### config.mk
export PLATFORM = sky130hd
export DESIGN_NAME = button_event_arbiter
export DESIGN_NICKNAME = d
export VERILOG_FILES = /design/src/rtl/button_pkg.sv /design/src/rtl/hold_timer.sv /design/src/rtl/button_event_arbiter.sv
export SDC_FILE = /design/constraint.sdc
export NUM_CORES = 1
export LEC_CHECK = 0
export BUFFER_PORTS_ARGS = -buffer_cell sky130_fd_sc_hd__buf_2
export CORE_MARGIN = 5
export CORE_UTILIZATION = 43
export DETAILED_ROUTE_END_ITERATION = 10
export GPL_TIMING_DRIVEN = 0
export SYNTH_ARGS = -nofsm -noshare
export SYNTH_HDL_FRONTEND = slang
export SYNTH_HIERARCHICAL = 1
export SYNTH_SLANG_ARGS = --single-unit
### constraint.sdc
create_clock -name clk -period 2.2 [get_ports clk]
set_input_delay 0 -clock clk [delete_from_list [all_inputs] [get_ports clk]]
set_output_delay 0 -clock clk [all_outputs]
set_load 0.005 [all_outputs]
### src/rtl/button_pkg.sv
// rtl/button_pkg.sv - shared types and constants for the button event arbiter
package button_pkg;

  typedef enum logic {
    IDLE  = 1'b0,
    OFFER = 1'b1
  } state_e;

  localparam logic EVT_PRESS = 1'b0;
  localparam logic EVT_LONG  = 1'b1;

  // 1 s at 100 MHz
  localparam int HOLD_CYCLES_DEFAULT = 100_000_000;

endpackage

### src/rtl/hold_timer.sv
// rtl/hold_timer.sv - per-button hold counter, one long_evt strobe per continuous hold
module hold_timer
  import button_pkg::*;
#(
  parameter int HOLD_CYCLES = HOLD_CYCLES_DEFAULT
) (
  input  logic clk,
  input  logic rst,
  input  logic level,
  output logic long_evt
);

  localparam int CW = $clog2(HOLD_CYCLES + 1);
  localparam logic [CW-1:0] MAX_CNT = CW'(HOLD_CYCLES);

  logic [CW-1:0] cnt_q, cnt_d;

  always_comb begin
    cnt_d = cnt_q;
    if (!level) begin
      cnt_d = '0;
    end else if (cnt_q != MAX_CNT) begin
      cnt_d = cnt_q + CW'(1);
    end
  end

  always_ff @(posedge clk or negedge rst) begin
    if (!rst) begin
      cnt_q <= '0;
    end else begin
      cnt_q <= cnt_d;
    end
  end

  // Fires only on the step into saturation, so a held button yields one event.
  assign long_evt = level && (cnt_q == MAX_CNT - CW'(1));

endmodule

### src/rtl/button_event_arbiter.sv
// rtl/button_event_arbiter.sv - round-robin arbiter queuing press/long-hold events per button
module button_event_arbiter
  import button_pkg::*;
#(
  parameter  int N           = 4,
  parameter  int HOLD_CYCLES = HOLD_CYCLES_DEFAULT,
  localparam int IDW         = $clog2(N)
) (
  input  logic           clk,
  input  logic           rst,
  input  logic [N-1:0]   btn_pulse,
  input  logic [N-1:0]   btn_level,
  input  logic           evt_ready,
  input  logic           clr_overflow,
  output logic           evt_valid,
  output logic [IDW-1:0] evt_id,
  output logic           evt_long,
  output logic           overflow
);

  state_e         state_q;
  logic [N-1:0]   press_pend_q, press_pend_d;
  logic [N-1:0]   long_pend_q, long_pend_d;
  logic [N-1:0]   long_evt;
  logic [N-1:0]   grant_press, grant_long, lost;
  logic [IDW-1:0] rr_ptr_q, rr_ptr_next;
  logic           evt_valid_q, evt_long_q, overflow_q, overflow_d;
  logic [IDW-1:0] evt_id_q;
  logic           pick_found;
  logic [IDW-1:0] pick_idx;

  for (genvar g = 0; g < N; g++) begin : g_hold
    hold_timer #(.HOLD_CYCLES(HOLD_CYCLES)) u_hold (
      .clk      (clk),
      .rst      (rst),
      .level    (btn_level[g]),
      .long_evt (long_evt[g])
    );
  end

  // First pending index at or after ptr, wrapping explicitly at N.
  function automatic logic [IDW:0] rr_pick(input logic [N-1:0] pend, input logic [IDW-1:0] ptr);
    logic [IDW:0]   res;
    logic [IDW-1:0] idx;
    int             j;
    res = '0;
    for (int k = N - 1; k >= 0; k--) begin
      j = int'(ptr) + k;
      if (j >= N) j = j - N;
      idx = IDW'(j);
      if (pend[idx]) res = {1'b1, idx};
    end
    return res;
  endfunction

  always_comb begin
    {pick_found, pick_idx} = rr_pick(press_pend_q | long_pend_q, rr_ptr_q);
  end

  assign rr_ptr_next = (pick_idx == IDW'(N - 1)) ? '0 : pick_idx + IDW'(1);

  always_comb begin
    grant_press = '0;
    grant_long  = '0;
    if (state_q == IDLE && pick_found) begin
      if (press_pend_q[pick_idx]) grant_press[pick_idx] = 1'b1;
      else                        grant_long[pick_idx]  = 1'b1;
    end
  end

  // A pulse only counts as lost when its pending slot stays occupied.
  assign lost         = btn_pulse & press_pend_q & ~grant_press;
  assign press_pend_d = (press_pend_q & ~grant_press) | btn_pulse;
  assign long_pend_d  = (long_pend_q & ~grant_long) | long_evt;
  assign overflow_d   = (|lost) | (overflow_q & ~clr_overflow);

  always_ff @(posedge clk or negedge rst) begin
    if (!rst) begin
      state_q      <= IDLE;
      press_pend_q <= '0;
      long_pend_q  <= '0;
      rr_ptr_q     <= '0;
      evt_valid_q  <= 1'b0;
      evt_id_q     <= '0;
      evt_long_q   <= EVT_PRESS;
      overflow_q   <= 1'b0;
    end else begin
      press_pend_q <= press_pend_d;
      long_pend_q  <= long_pend_d;
      overflow_q   <= overflow_d;
      case (state_q)
        IDLE: begin
          if (pick_found) begin
            evt_id_q    <= pick_idx;
            evt_long_q  <= press_pend_q[pick_idx] ? EVT_PRESS : EVT_LONG;
            evt_valid_q <= 1'b1;
            rr_ptr_q    <= rr_ptr_next;
            state_q     <= OFFER;
          end
        end
        OFFER: begin
          if (evt_ready) begin
            evt_valid_q <= 1'b0;
            state_q     <= IDLE;
          end
        end
        default: state_q <= IDLE;
      endcase
    end
  end

  assign evt_valid = evt_valid_q;
  assign evt_id    = evt_id_q;
  assign evt_long  = evt_long_q;
  assign overflow  = overflow_q;

endmodule

Word level (Yosys, flattened, before mapping) --
Cells that the tools add are included.
Word-level totals: input port bits 12, logic and storage cells 111, register bits 124
Cells by class: magnitude comparators 10, eq/ne operators 15, bitwise logic cells 13, add/subtract/negate cells 12, reductions and logical operators 9, mux-type cells 40
Operators with widths (number):
- 27-bit 2-to-1 mux | 8
- 27-bit by 1-bit adder with 27-bit output (second input constant) | 4
- 27-bit equality test (second input constant) | 4
- 27-bit inequality test (second input constant) | 4
- 4-bit bitwise AND | 4
- 4-bit 2-to-1 mux | 4
- 2-bit by 3-bit less-than comparator with 1-bit output (second input constant) | 5
- 3-bit 2-to-1 mux | 4
- 4-bit OR | 3
- 1-bit 2-to-1 mux | 11
- 1-bit binary-select mux with 2-bit select | 5
- 2-bit 2-to-1 mux | 5
- 3-bit greater-or-equal comparator (second input constant) | 3
- 2-bit by 1-bit inequality test with 1-bit output (second input constant) | 4
- 4-bit NOT | 2
- 2-bit by 1-bit subtractor with 2-bit output (second input constant) | 4
- 2-bit by 2-bit adder with 3-bit output (second input constant) | 2
- 1-bit logical AND | 6
- 2-bit inequality test (second input constant) | 2
- 1-bit one-hot mux with 2 select lines | 2
- 2-bit AND reduction | 2
- 4-bit OR reduction | 1
- 2-bit by 1-bit adder with 3-bit output (second input constant) | 1
- 2-bit by 3-bit greater-or-equal comparator with 1-bit output (second input constant) | 1
- 7 further kinds | 8

Depth between registers and ports, before layout --
depth in word-level cells 19, mapped depth 9

Cells and area by module --
The synthesis kept the hierarchy.
By module, submodules not included:
- hold_timer | area an instance 1525.2 sq um, seq. area each 675.6 sq um, cells each 162, times used 4
- button_event_arbiter | area an instance 912.1 sq um, seq. area each 400.4 sq um, cells each 89, times used 1

Worst setup path after synthesis --
Ideal clock, no wire load.
kind reg2reg, start reg press_pend_q[1], end reg overflow_q, in the netlist overflow, arrival 1.820 ns, stages on the path, launching flop included 9, clock period less this slack 1.965 ns, setup time 0.145 ns, path buffers 1, path slack 0.235 ns, cells stage by stage dfrtp_1 > buf_6 > or4_4 > o2111ai_2 > o31a_4 > ha_1 > nand2_1 > o31ai_2 > o2111ai_1
On the way: word-level cells in the longest chain between the ends 17, elaborated cells on any way between the ends 28, classes of those cells 2 x order compare; 18 x mux; 5 x bitwise; 3 x reduce/logical
RTL lines:
- start: declaration | line button_event_arbiter.sv:22 | logic [N-1:0] press_pend_q, press_pend_d;
- start signal: assignment | line button_event_arbiter.sv:88 | press_pend_q <= press_pend_d;
- 4-bit OR | line button_event_arbiter.sv:57 | {pick_found, pick_idx} = rr_pick(press_pend_q | long_pend_q, rr_ptr_q);
- 1-bit binary-select mux with 2-bit select | line button_event_arbiter.sv:51 | if (pend[idx]) res = {1'b1, idx};
- 1-bit 2-to-1 mux (implied by the code) | line button_event_arbiter.sv:51
- 3-bit 2-to-1 mux (4 in series) | line button_event_arbiter.sv:51
- 2-bit by 3-bit less-than comparator with 1-bit output (implied by the code) or 2-bit by 1-bit greater-or-equal comparator with 1-bit output (tied branches) | line button_event_arbiter.sv:66 | if (press_pend_q[pick_idx]) grant_press[pick_idx] = 1'b1;
- 1-bit logical AND (implied by the code) | line button_event_arbiter.sv:66
- 1-bit 2-to-1 mux (implied by the code) | line button_event_arbiter.sv:66
- 1-bit demux with 2-bit select | line button_event_arbiter.sv:66
- 4-bit 2-to-1 mux | line button_event_arbiter.sv:66
- 4-bit 2-to-1 mux | line button_event_arbiter.sv:65 | if (state_q == IDLE && pick_found) begin
- 4-bit NOT | line button_event_arbiter.sv:72 | assign lost = btn_pulse & press_pend_q & ~grant_press;
- 4-bit bitwise AND * | line button_event_arbiter.sv:72
- 4-bit OR reduction * | line button_event_arbiter.sv:75 | assign overflow_d = (|lost) | (overflow_q & ~clr_overflow);
- 1-bit OR * | line button_event_arbiter.sv:75
- via overflow_d | line button_event_arbiter.sv:27 | logic evt_valid_q, evt_long_q, overflow_q, overflow_d;
- end signal: assignment | line button_event_arbiter.sv:90 | overflow_q <= overflow_d;
- end: declaration | line button_event_arbiter.sv:27
The timed path passes the listed nets; every way through them passes the cells marked *. The select of a mux whose other input is x is not followed. A chain may end at the register's enable or synchronous reset.

Worst setup path after layout --
Ends and elaborated chain as after synthesis.

==> results.tsv <==
stage	metric	value	unit
yosys	EDFF count, synth	0	
outcome	status	finished clean	
worst_setup_path	CP Launch Point	press_pend_q[1]	
yosys	top-area cell type share of the netlist area	0.4425	
routing	detailed router's first-iteration violation count	420	
sta	final hold viol count	0	
floorplan	I/O pin cnt	17	
floorplan	Die ar.	0.01896	mm2
yosys	Cell Area, Synth	0.007013	mm2
yosys	Mapped Cells	737	
clock_tree	CTS Sinks	124	
sta	Max Clock Freq	470.2	MHz
clock_tree	H-tree Lvls	4	
clock_tree	CTS clk-pin slew, worst paths	0.06	ns
yosys	Mapped Nets	763	
run	Max-Cap Viols	0	
pwr	Pwr Density	770.8	mW/mm2
sta	final setup margin	0.07326	ns
worst_hold_path	Worst Hold Class	input port to async pin	
worst_setup_path	RR Startpoint	press_pend_q[1]	
sta	Setup violations, final	0	
clock_tree	total CTS buffers	17	
yosys	Synth Register Bits	124	
global_route	total grt overflow	0	
layout	layout cells sized above 1	0.1176	
floorplan	Die Ht	137.7	um
global_route	global-route usage over all layers	0.1742	
clock_tree	CTS Root Cell	clkbuf_16	
floorplan	Starting Density	0.4399	
routing	number of vias per cell	5.713	
placed_design	PortBufs	16	
sta	clk_skew	0.009966	ns
routing	Remaining DRCs	0	
yosys	Yosys top cell by area	dfrtp_1	
layout	# fillers	1462	
global_route	initial antenna violation count	0	
worst_setup_path	slowest stage cell, crit path	or4_4	
routing	drt pass-1 iters	4	
sta	period utilisation layout	0.9667	
routing	via count	5799	
pwr	worst vdd ir	0.0007265	V
clock_tree	worst skew pair latency	0.42	ns
yosys	largest cells by area after synthesis	dfrtp_1 44%, or4_1 4.3%, a21oi_1 4.2%	
floorplan	die width	137.7	um
yosys	library cells used by synthesis	52	
clock_tree	CTS max path bufs	2	
floorplan	total core area	0.01594	mm2
placed_design	GP Congestion	0.8509	
worst_setup_path	Critical Path Sink Type	register	
worst_setup_path	critical path arrival	2.41	ns
routing	drt wl/cell	15.18	um
yosys	Avg Inst Size Synth	9.516	um2
worst_setup_path	Setup crit start kind	register	
layout	# diodes	0	
routing	Total Wirelength	15410	um
floorplan	Std-Cell Rows	46	
yosys	Async SR Flop Fraction	1.000	
sta	fin crit period	2.127	ns
yosys	sequential share of the synthesized area	0.4425	
global_route	largest net degree at the start of global routing	68	
sta	Final Slew Violations	0	
layout	P&R area growth vs syn	16.91	%
worst_setup_path	delay of the slowest cell on the worst path	0.53	ns
worst_setup_path	crit path cell chain	buf_6 -> or4_4 -> o2111ai_2 -> o31a_4 -> ha_1 -> nand2_1 -> o31ai_2 -> o2111ai_1	
placed_design	placed cell areas	0.007397	mm2
worst_setup_path	Max FO, Critical Path	9	
yosys	dominant synthesized flop cell	dfrtp_1	
global_route	first-pass GRT wire length	26520	um
layout	final net count	812	
placed_design	Final HPWL DP	10990	um
global_route	vias in the first global route	5572	
yosys	synth warn	6	
pwr	Pleak	3.152	nW
routing	post-route ant nets	0	
sta	Worst Max-Slew Pin Slew	0.5540	ns
worst_setup_path	Crit path required time	2.48	ns
sta	RSZ-0062 raised after global routing	yes	
layout	Finished Cell Area	0.008199	mm2
sta	Max-slew headroom	0.6307	
worst_setup_path	CP Buf/Inv Count	1	
clock_tree	CTS tree	yes	
worst_setup_path	Worst path top cell family by delay	compound AO/OA/AOI/OAI gates	
worst_setup_path	critical path class	register to register	
placed_design	pre-CTS setup slack	0.08467	ns
power breakdown:
| part | total (mW) | internal (mW) | switching, mW |
|---|---|---|---|
| logic | 0.803 | 0.333 | 0.470 |
| clock network | 3.02 | 1.96 | 1.06 |
| registers | 2.50 | 2.38 | 0.118 |
| total | 6.32 | 4.67 | 1.65 |
per-layer routing:
layer	vias to the layer above	wire, um	global-route usage
li1	2876	-	-
met1	2850	7361	0.2299
met2	57	7438	0.2809
met3	16	443	0.04931
met4	0	166	0.04940
met5	-	0	0
layout by cell type (no fill, tap or decap), types with 6 or more instances in the layout:
cell type        n
clkbuf_1         9
nor2_1          49
nand3_1         31
o21a_1           8
nand2_1         63
nand4_1         24
o31ai_1         30
dlygate4sd3_1   15
o21ai_0         30
nor4b_1          8
mux2i_1          8
clkbuf_16       17
or4b_1           8
buf_2           24
nor4_1          12
a21oi_1         59
nand3b_1         6
xnor2_1         16
or3_2            8
dfrtp_1        123
or4_1           40
nand2b_1         8
ha_1            14
and4_1          20
nor3_1          12
or3_1           25
xor2_1          20
inv_1           39
state kept, by name, indices dropped and copies added (netlist names), 2 cells and up:
name,flops
long_pend_q,4
evt_id,2
g_hold.u_hold/cnt_q,108
rr_ptr_q,2
press_pend_q,4
metrics by stage:
stage | TNS (ns) | power [mW] | instances | hold WS [ns] | util
finish | 0 | 6.320 | 1015 | 0.1205 | 0.5143
global route | -0.09461 | 6.614 | 1015 | 0.1646 | 0.5143
CTS | 0 | 6.334 | 1013 | 0.1226 | 0.5111
detailed placement | 0 | 3.262 | 970 | 0.003036 | 0.4640
global placement | -62.30 | 3.229 | 969 | 0.2029 | 0.4619
floorplan | 0 | 3.022 | 737 | -0.2956 | -
synth_stat cells, types with 4 or more instances:
cell / number
a21o_1: 4
a21oi_1: 59
and3_1: 5
and4_1: 20
and4b_1: 4
buf_2: 9
clkbuf_1: 9
dfrtp_1: 124
dlygate4sd3_1: 4
ha_1: 14
inv_1: 39
mux2i_1: 8
nand2_1: 64
nand2b_1: 8
nand3_1: 31
nand3b_1: 6
nand4_1: 24
nand4_4: 4
nor2_1: 49
nor3_1: 12
nor4_1: 13
nor4_2: 4
nor4b_1: 8
o21a_1: 8
o21ai_0: 30
o22ai_1: 4
o31ai_1: 31
o41ai_1: 4
or3_1: 25
or3_2: 8
or4_1: 40
or4b_1: 8
xnor2_1: 16
xor2_1: 20
final cells by class:
cell class / instances / area, um2 / area share
Multi-Input combinational cell: 550 / 3664 / 0.4468
Sequential cell: 124 / 3104 / 0.3786
Clock buffer: 19 / 452.9 / 0.05524
Tap cell: 216 / 270.3 / 0.03296
Timing Repair Buffer: 30 / 239.0 / 0.02915
Clock inverter: 13 / 188.9 / 0.02304
Inverter: 40 / 150.1 / 0.01831
Buffer: 23 / 130.1 / 0.01587
path summary, 6_finish.rpt:
check	end	slack, ns	cells after the start
min in group clk	press_pend_q[0]	0.33	4
hold reg to reg	evt_id[1]	0.49	2
setup reg to reg	overflow	0.07	8
setup / recovery	overflow	0.07	8
hold / removal	g_hold[2].u_hold/cnt_q[22]	0.12	2
max in group asynchronous	g_hold[3].u_hold/cnt_q[15]	1.38	3
cell families (layout without fill, tap and decap cells):
family,Yosys count,count (layout),share of synthesized area
AO/OA/AOI/OAI,155,155,0.1445
XOR/XNOR,36,36,0.04496
adder cells (fa/ha/maj),14,14,0.02498
buffers and inverters,63,125,0.03996
flip-flops,124,124,0.4425
multiplexers,8,8,0.01142
AND/OR/NAND/NOR,337,337,0.2917
timing repair:
action | CTS | global route
hold buffers | 11 | 0
setup endpoints to repair | 0 | 4
gates resized for setup | 0 | 7
setup buffers | 0 | 2
hold endpoints to repair | 92 | 0
No activity file was read; power rests on OpenSTA's default activity.
